### src/rtl/dm_pkg.sv
// Shared types and helpers for the data-memory store sequencer.
package dm_pkg;

  localparam int DM_LINE_BYTES = 8;

  typedef enum logic [1:0] {
    UNIT_B  = 2'd0,
    UNIT_HW = 2'd1,
    UNIT_W  = 2'd2,
    UNIT_DW = 2'd3
  } mem_unit_e;

  typedef enum logic [1:0] {
    IDLE  = 2'd0,
    BEAT0 = 2'd1,
    BEAT1 = 2'd2,
    ERR   = 2'd3
  } dm_seq_state_e;

  function automatic logic [7:0] unit_mask(input mem_unit_e unit);
    case (unit)
      UNIT_B:  unit_mask = 8'h01;
      UNIT_HW: unit_mask = 8'h03;
      UNIT_W:  unit_mask = 8'h0F;
      UNIT_DW: unit_mask = 8'hFF;
      default: unit_mask = 8'h01;
    endcase
  endfunction

endpackage

### src/rtl/dm_lane_shifter.sv
// Combinational byte-lane placement of a store across two adjacent 8-byte lines.
module dm_lane_shifter
  import dm_pkg::*;
(
  input  logic [2:0]   off,
  input  logic [1:0]   unit,
  input  logic [63:0]  data,
  output logic [15:0]  be16,
  output logic [127:0] wd128
);

  logic [7:0]  mask_s;
  logic [63:0] byte_mask_s;

  // Mask data to the store size, then slide enables and data into lane position.
  always_comb begin
    mask_s      = unit_mask(mem_unit_e'(unit));
    byte_mask_s = 64'h0;
    for (int i = 0; i < 8; i++) begin
      byte_mask_s[i*8 +: 8] = {8{mask_s[i]}};
    end
    be16  = {8'h00, mask_s} << off;
    wd128 = {64'h0, data & byte_mask_s} << {off, 3'b000};
  end

endmodule

### src/rtl/dm_store_sequencer.sv
// Store-issue controller: one or two DM line writes per store request.
// Line-crossing stores are split when DM_MISALIGN_SPLIT_EN is defined, rejected otherwise.
module dm_store_sequencer
  import dm_pkg::*;
#(
  parameter int XLEN       = 64,
  parameter int LINE_BYTES = 8
) (
  input  logic            i_clk,
  input  logic            i_rst,
  input  logic            i_req_valid,
  output logic            o_req_ready,
  input  logic [XLEN-1:0] i_req_addr,
  input  logic [XLEN-1:0] i_req_data,
  input  logic [1:0]      i_req_unit,
  output logic            o_mem_en,
  output logic [XLEN-4:0] o_mem_line_addr,
  output logic [7:0]      o_mem_wr_en,
  output logic [63:0]     o_mem_wdata,
  input  logic            i_mem_ready,
  output logic            o_staller,
  output logic            o_done,
  output logic            o_miss_aligned_error
);

  localparam int LINE_W = XLEN - 3;

  if (LINE_BYTES != DM_LINE_BYTES) begin : g_line_bytes_check
    $error("dm_store_sequencer: LINE_BYTES must be 8");
  end

  dm_seq_state_e state_r, next_state_s;
  logic              accept_s, cross_s;
  logic [15:0]       be16_s;
  logic [127:0]      wd128_s;
  logic              mem_en_s, done_s, err_s;
  logic [LINE_W-1:0] line_s;
  logic [7:0]        wr_en_s;
  logic [63:0]       wdata_s;

  assign accept_s  = i_req_valid && o_req_ready;
  assign cross_s   = (be16_s[15:8] != 8'h00);
  assign o_staller = (state_r != IDLE) || (i_req_valid && (state_r == IDLE));

  dm_lane_shifter u_shift (
    .off   (i_req_addr[2:0]),
    .unit  (i_req_unit),
    .data  (i_req_data),
    .be16  (be16_s),
    .wd128 (wd128_s)
  );

`ifdef DM_MISALIGN_SPLIT_EN
  logic        cross_r;
  logic [7:0]  hi_be_r;
  logic [63:0] hi_wdata_r;

  // Upper-line half of the store, replayed by BEAT1.
  always_ff @(posedge i_clk or posedge i_rst) begin
    if (i_rst) begin
      cross_r    <= 1'b0;
      hi_be_r    <= 8'h00;
      hi_wdata_r <= 64'h0;
    end else if (accept_s) begin
      cross_r    <= cross_s;
      hi_be_r    <= be16_s[15:8];
      hi_wdata_r <= wd128_s[127:64];
    end
  end
`else
  logic unused_hi_data_s;
  assign unused_hi_data_s = ^wd128_s[127:64];
`endif

  // Next state plus the next-cycle image of every registered output.
  always_comb begin
    next_state_s = state_r;
    mem_en_s     = o_mem_en;
    line_s       = o_mem_line_addr;
    wr_en_s      = o_mem_wr_en;
    wdata_s      = o_mem_wdata;
    done_s       = 1'b0;
    err_s        = 1'b0;
    case (state_r)
      IDLE: begin
        if (accept_s) begin
`ifdef DM_MISALIGN_SPLIT_EN
          next_state_s = BEAT0;
          mem_en_s     = 1'b1;
          line_s       = i_req_addr[XLEN-1:3];
          wr_en_s      = be16_s[7:0];
          wdata_s      = wd128_s[63:0];
`else
          if (cross_s) begin
            next_state_s = ERR;
            err_s        = 1'b1;
          end else begin
            next_state_s = BEAT0;
            mem_en_s     = 1'b1;
            line_s       = i_req_addr[XLEN-1:3];
            wr_en_s      = be16_s[7:0];
            wdata_s      = wd128_s[63:0];
          end
`endif
        end else begin
          next_state_s = IDLE;
        end
      end
      BEAT0: begin
        if (i_mem_ready) begin
`ifdef DM_MISALIGN_SPLIT_EN
          if (cross_r) begin
            next_state_s = BEAT1;
            line_s       = o_mem_line_addr + LINE_W'(1);
            wr_en_s      = hi_be_r;
            wdata_s      = hi_wdata_r;
          end else begin
            next_state_s = IDLE;
            done_s       = 1'b1;
            mem_en_s     = 1'b0;
            line_s       = '0;
            wr_en_s      = 8'h00;
            wdata_s      = 64'h0;
          end
`else
          next_state_s = IDLE;
          done_s       = 1'b1;
          mem_en_s     = 1'b0;
          line_s       = '0;
          wr_en_s      = 8'h00;
          wdata_s      = 64'h0;
`endif
        end else begin
          next_state_s = BEAT0;
        end
      end
`ifdef DM_MISALIGN_SPLIT_EN
      BEAT1: begin
        if (i_mem_ready) begin
          next_state_s = IDLE;
          done_s       = 1'b1;
          mem_en_s     = 1'b0;
          line_s       = '0;
          wr_en_s      = 8'h00;
          wdata_s      = 64'h0;
        end else begin
          next_state_s = BEAT1;
        end
      end
`endif
      ERR: begin
        next_state_s = IDLE;
      end
      default: begin
        next_state_s = IDLE;
        mem_en_s     = 1'b0;
        line_s       = '0;
        wr_en_s      = 8'h00;
        wdata_s      = 64'h0;
      end
    endcase
  end

  // State and output registers; reset abandons any in-flight store.
  always_ff @(posedge i_clk or posedge i_rst) begin
    if (i_rst) begin
      state_r              <= IDLE;
      o_req_ready          <= 1'b1;
      o_mem_en             <= 1'b0;
      o_mem_line_addr      <= '0;
      o_mem_wr_en          <= 8'h00;
      o_mem_wdata          <= 64'h0;
      o_done               <= 1'b0;
      o_miss_aligned_error <= 1'b0;
    end else begin
      state_r              <= next_state_s;
      o_req_ready          <= (next_state_s == IDLE);
      o_mem_en             <= mem_en_s;
      o_mem_line_addr      <= line_s;
      o_mem_wr_en          <= wr_en_s;
      o_mem_wdata          <= wdata_s;
      o_done               <= done_s;
      o_miss_aligned_error <= err_s;
    end
  end

endmodule

### config.mk
export PLATFORM = sky130hd
export DESIGN_NAME = dm_store_sequencer
export DESIGN_NICKNAME = d
export VERILOG_FILES = /design/src/rtl/dm_pkg.sv /design/src/rtl/dm_lane_shifter.sv /design/src/rtl/dm_store_sequencer.sv
export SDC_FILE = /design/constraint.sdc
export NUM_CORES = 1
export LEC_CHECK = 0
export BUFFER_PORTS_ARGS = -buffer_cell sky130_fd_sc_hd__buf_2
export CORE_ASPECT_RATIO = 0.75
export CORE_MARGIN = 10
export CORE_UTILIZATION = 30
export CTS_CLUSTER_DIAMETER = 50
export CTS_CLUSTER_SIZE = 40
export DETAILED_ROUTE_END_ITERATION = 8
export GPL_ROUTABILITY_DRIVEN = 0
export MAX_ROUTING_LAYER = met4
export SYNTH_ARGS = -nofsm -noshare
export SYNTH_HDL_FRONTEND = slang
export SYNTH_SLANG_ARGS = --single-unit
### constraint.sdc
create_clock -name i_clk -period 5.4 [get_ports i_clk]
set_input_delay 0.54 -clock i_clk [delete_from_list [all_inputs] [get_ports i_clk]]
set_output_delay 0.54 -clock i_clk [all_outputs]
set_load 0.02 [all_outputs]
=== Word level (Yosys, flattened, before mapping) ===
Cells that the tools add are included.

* Logic and storage cells: 55
* Input port bits: 134
* Output and inout port bits: 138
* Bits in registers: 139

* Eq/ne operators: 8
* Shift-type cells: 2
* Reduce and logical (&&, ||, !) cells: 9
* Mux-type cells: 26
* Bitwise gates (word level): 2

{| class="wikitable"
|+ Operator list
! operator !! number
|-
| 64-bit two-way mux || 3
|-
| 64-bit one-hot mux with 3 select lines || 1
|-
| 61-bit two-way mux || 3
|-
| 61-bit one-hot mux with 3 select lines || 1
|-
| 64-bit bitwise AND || 1
|-
| 64-bit by 6-bit << shifter with 64-bit output || 1
|-
| 8-bit one-hot mux with 4 select lines || 1
|-
| 8-bit two-way mux || 3
|-
| 8-bit one-hot mux with 3 select lines || 1
|-
| 8-bit by 3-bit << shifter with 16-bit output || 1
|-
| 1-bit two-way mux || 9
|-
| 8-bit nonzero test || 1
|-
| 2-bit equality test (second input constant) || 3
|-
| 2-bit zero test || 3
|-
| 2-bit != test (second input constant) || 3
|-
| 2-bit by 1-bit equality test with 1-bit output (second input constant) || 2
|-
| 2-bit two-way mux || 2
|-
| 2-bit one-hot mux with 2 select lines || 1
|-
| 4-bit AND reduction || 1
|-
| 1-bit one-hot mux with 3 select lines || 1
|-
| 1-bit logical AND || 2
|-
| 2-bit nonzero test || 1
|-
| 1-bit logical OR || 1
|-
| 1-bit inverter || 1
|}

=== Longest topological paths before layout ===
* Depth after elaboration: 8
* Gate-level depth with buffers: 8

=== Cells and area by module ===
A second synthesis with hierarchy kept.

* Cell total of the unflattened synthesis: 1073
* Area total of the unflattened synthesis: 9270.1 um2

{| class="wikitable"
|+ By module, submodules not included
! module !! instances !! area each (um2) !! cells each !! sequential area each (um2)
|-
| dm_store_sequencer || 1 || 6373.6 || 617 || 3454.6
|-
| dm_lane_shifter || 1 || 2896.5 || 456 || 0.0
|}

=== Worst setup path after synthesis ===
No wires, ideal clock.

* Path type: input -> register
* Start point: in i_req_addr[0]
* End point: reg o_mem_wdata[32]
* Library setup time: 0.080 ns
* Stages on the path: 8
* Buffers on the path: 4
* Arrival: 1.943 ns
* Slack: 3.376 ns
* Required time: 5.320 ns
* Path through: buf_2 -> a21oi_1 -> o211a_1 -> buf_4 -> a221oi_4 -> buf_4 -> buf_2 -> o2bb2ai_1

* Longest elaborated chain between the ends: 4

{| class="wikitable"
|+ RTL lines
! what !! line !! source
|-
| start, declared || dm_store_sequencer.sv:13 || <nowiki>input logic [XLEN-1:0] i_req_addr,</nowiki>
|-
| 64-bit by 6-bit << shifter with 64-bit output / 8-bit by 3-bit << shifter with 16-bit output (equally long branches) || dm_lane_shifter.sv:23, dm_lane_shifter.sv:22 ||
|-
| 64-bit two-way mux / 8-bit nonzero test (equally long branches) || dm_store_sequencer.sv:94, dm_store_sequencer.sv:42 ||
|-
| 64-bit two-way mux / 2-bit != test (equally long branches) || -- ||
|-
| 64-bit one-hot mux with 3 select lines / 4-bit AND reduction (equally long branches) || -- ||
|-
| end signal, assigned || dm_store_sequencer.sv:181 || <nowiki>o_mem_wdata <= wdata_s;</nowiki>
|-
| end, declared || dm_store_sequencer.sv:19 || <nowiki>output logic [63:0] o_mem_wdata,</nowiki>
|}

Parallel ways exist; a longest one is shown, timed or not. The select of a mux whose other input is x is not followed.
A chain may end at the register's enable or synchronous reset.

=== Final worst setup path ===
* Start point: reg o_req_ready
* End point: reg o_mem_line_addr[53]

* Longest elaborated chain between the ends: 3

{| class="wikitable"
|+ RTL lines
! what !! line !! source
|-
| start, declared || dm_store_sequencer.sv:12 || <nowiki>output logic o_req_ready,</nowiki>
|-
| start signal, assigned || dm_store_sequencer.sv:177 || <nowiki>o_req_ready <= (next_state_s == IDLE);</nowiki>
|-
| 1-bit logical AND || dm_store_sequencer.sv:41 || <nowiki>assign accept_s = i_req_valid && o_req_ready;</nowiki>
|-
| 2-bit != test (no source line) || -- ||
|-
| 4-bit AND reduction (no source line) || -- ||
|-
| end signal, assigned || dm_store_sequencer.sv:179 || <nowiki>o_mem_line_addr <= line_s;</nowiki>
|-
| end, declared || dm_store_sequencer.sv:17 || <nowiki>output logic [XLEN-4:0] o_mem_line_addr,</nowiki>
|}

No other way between the ends.

==> flow_summary.json <==
{
  "crit_family": "simple AND/OR/NAND/NOR gates",
  "crit_required_ns": 5.75,
  "grt_pass1_vias": 6468,
  "ios": 272,
  "crit_fanout": 51,
  "syn_area_per_cell_um2": 11.2,
  "dr.pass1.iters": 5,
  "synth_compound_area_frac": 0.320,
  "synth_top_area_share": 0.509,
  "powerDensity_nw_per_um2": 492,
  "drive_gt1_frac": 0.380,
  "netlist_area_um2": 6780,
  "start_util": 0.306,
  "fin_util": 0.401,
  "fin_ws_ns": 2.26,
  "dp_hpwl_mm": 20.0,
  "ir_worst_vdd_mv": 0.226,
  "drv_slew": 0,
  "layout_commonest_cell": "buf_2",
  "ant_nets": 0,
  "synth_area_leaders": "dfrtp_1, a22o_1, mux2i_1, a32o_1, o21ai_0",
  "wl_mm": 27.3,
  "worst-path-buf-inv": 1,
  "fillerInstances": 2229,
  "worstMarginPinSlew_ns": 1.34,
  "root_buffer": "clkbuf_16",
  "clkTransAtPathRegs_ns": 0.08,
  "synth_xor_area_frac": 0,
  "cts.sinks": 139,
  "worstPathArrival_ns": 3.50,
  "hold_ws_ns": 0.303,
  "cpPeakStageDelay_ns": 1.02,
  "synthFlopType": "dfrtp_1",
  "finalSetupViolCount": 0,
  "grt_max_degree": 100,
  "hold_viol_final": 0,
  "synth_top_family_by_area": "compound AO/OA/AOI/OAI gates",
  "final_area_um2": 8880,
  "vias": 6308,
  "synth_simple_gate_area_share": 0.0550,
  "clockBufferDepth": 2,
  "synth.distinct_cells": 45,
  "rsz0062_at_grt": "false",
  "die_h_um": 150,
  "path_cells": "nand2_1 -> nor3_1 -> and2_2 -> buf_4 -> a22o_1",
  "hold_class": "in2async",
  "portBuffers": 271,
  "synth_edf_count": 0,
  "synth_top_cell_by_area": "dfrtp_1",
  "grt_usage": 0.185,
  "dp_cells": 1114,
  "die_x_um": 194,
  "core_area_um2": 22200,
  "status": "complete, no violations",
  "cts_tree": "built",
  "drc_errors": 0,
  "netlist_instances": 607,
  "preCtsSetupSlack_ns": 2.08,
  "antenna_found_initial": 3,
  "mostFrequentLayoutCells": "buf_2, dfrtp_1, a22o_1, o21ai_0, mux2i_1",
  "die-area_um2": 29100,
  "wl_per_cell_um": 23.8,
  "max_freq_ghz": 0.318,
  "syn2layout_area_growth_pct": 31.0,
  "tns_ns": 0,
  "hold_buffers": 0,
  "via_per_inst": 5.49,
  "worstSetupPathType": "reg2reg",
  "finalCriticalPeriod_ns": 3.14,
  "end_kind": "register",
  "p_leak_nw": 4.51,
  "synth_nets": 741,
  "drt_iter0_drc": 617,
  "slew_headroom": 0.106,
  "final_cell_count_no_fill": 1149,
  "cts_setup_buffers": 0,
  "skew_ns": 0.0119,
  "ctsResizeCount": 0,
  "overflow": 0,
  "synthAdderAreaFrac": 0,
  "htreeDepth": 4,
  "place_area_um2": 8280,
  "cap_viol_max_count": 0,
  "power_mw": 4.37,
  "synth_mux_area_frac": 0.0625,
  "start_kind": "register",
  "final_nets": 973,
  "rows": 47,
  "synth-async-reset-ratio": 1.00,
  "crit_path_top_delay_cell": "and2_2",
  "clock_latency_ns": 0.43,
  "fin_crit_sh": 0.582,
  "grt_pass1_wl_mm": 40.9,
  "ys_ff_latch": 139,
  "cts_inserted_buffers": 17,
  "seq_area_frac_synth": 0.513,
  "yosysWarnings": 0
}
-- worst paths after layout --
check	start	endpoint	slack (ns)	cells after the start
worst max-delay path	o_req_ready	o_mem_line_addr[53]	2.26	5
worst min-delay path	i_rst	o_mem_line_addr[35]	0.30	2
worst max register to register	o_req_ready	o_mem_line_addr[53]	2.26	5
worst min register to register	o_mem_wr_en[0]	o_mem_wr_en[0]	0.47	1
max in group asynchronous	i_rst	o_mem_wr_en[3]	3.90	3
min in group i_clk	i_req_addr[49]	o_mem_line_addr[46]	0.32	2
-- cell usage after synthesis (2+ instances only) --
library cell  number
or3_1              2
o32ai_1            9
a22oi_1           15
nand2b_1           5
mux2_2             9
a22o_1            96
a211oi_1           2
and3_1             2
o2bb2ai_1         24
clkinv_1           2
buf_4              5
a21o_1            10
a32o_1            25
nor2b_1            2
nand2_1           15
o22ai_1           14
nand3_1           14
o21ai_0           43
and2_1            11
buf_1              5
clkbuf_1          37
o221ai_1           2
a221oi_1           7
inv_1             13
dfrtp_1          138
a21oi_1           12
nor2_1            17
mux2i_1           30
o211ai_1           9
buf_2             17
-- sequential cells by signal (all words and copies together) (netlist names) --
register and count:
o_done 1, o_mem_en 1, o_mem_line_addr 61, o_mem_wdata 64, o_mem_wr_en 8, o_miss_aligned_error 1, o_req_ready 1, state_r 2
-- per-layer routing --
metal / GRT usage / up-vias / wire (µm)
met1: 0.253 / 3117 / 12700
met4: 0.0441 / 0 / 335
li1: - / 2854 / -
met5: - / - / 0
met2: 0.269 / 312 / 12100
met3: 0.0476 / 25 / 2220
-- power by group --
part / switching (mW) / total [mW] / internal, mW
Sequential: 0.182 / 1.53 / 1.35
Combinational: 1.08 / 1.64 / 0.564
Clock: 0.536 / 1.20 / 0.662
Total: 1.80 / 4.37 / 2.57
-- final cells by class --
type | count | area [µm²] | share of cell area
Timing Repair Buffer | 277 | 1400 | 0.158
Tap cell | 294 | 368 | 0.0414
Clock buffer | 17 | 425 | 0.0479
Inverter | 15 | 61.3 | 0.00690
Antenna cell | 3 | 7.51 | 0.000845
Sequential cell | 139 | 3480 | 0.392
Clock inverter | 15 | 171 | 0.0193
Multi-Input combinational cell | 389 | 2970 | 0.334
-- kinds of logic after synthesis --
kind of cell | Yosys count
simple gates | 74
compound gates | 275
flops | 139
mux | 40
buf+inv | 79
No activity file was read; power rests on OpenSTA's default activity.
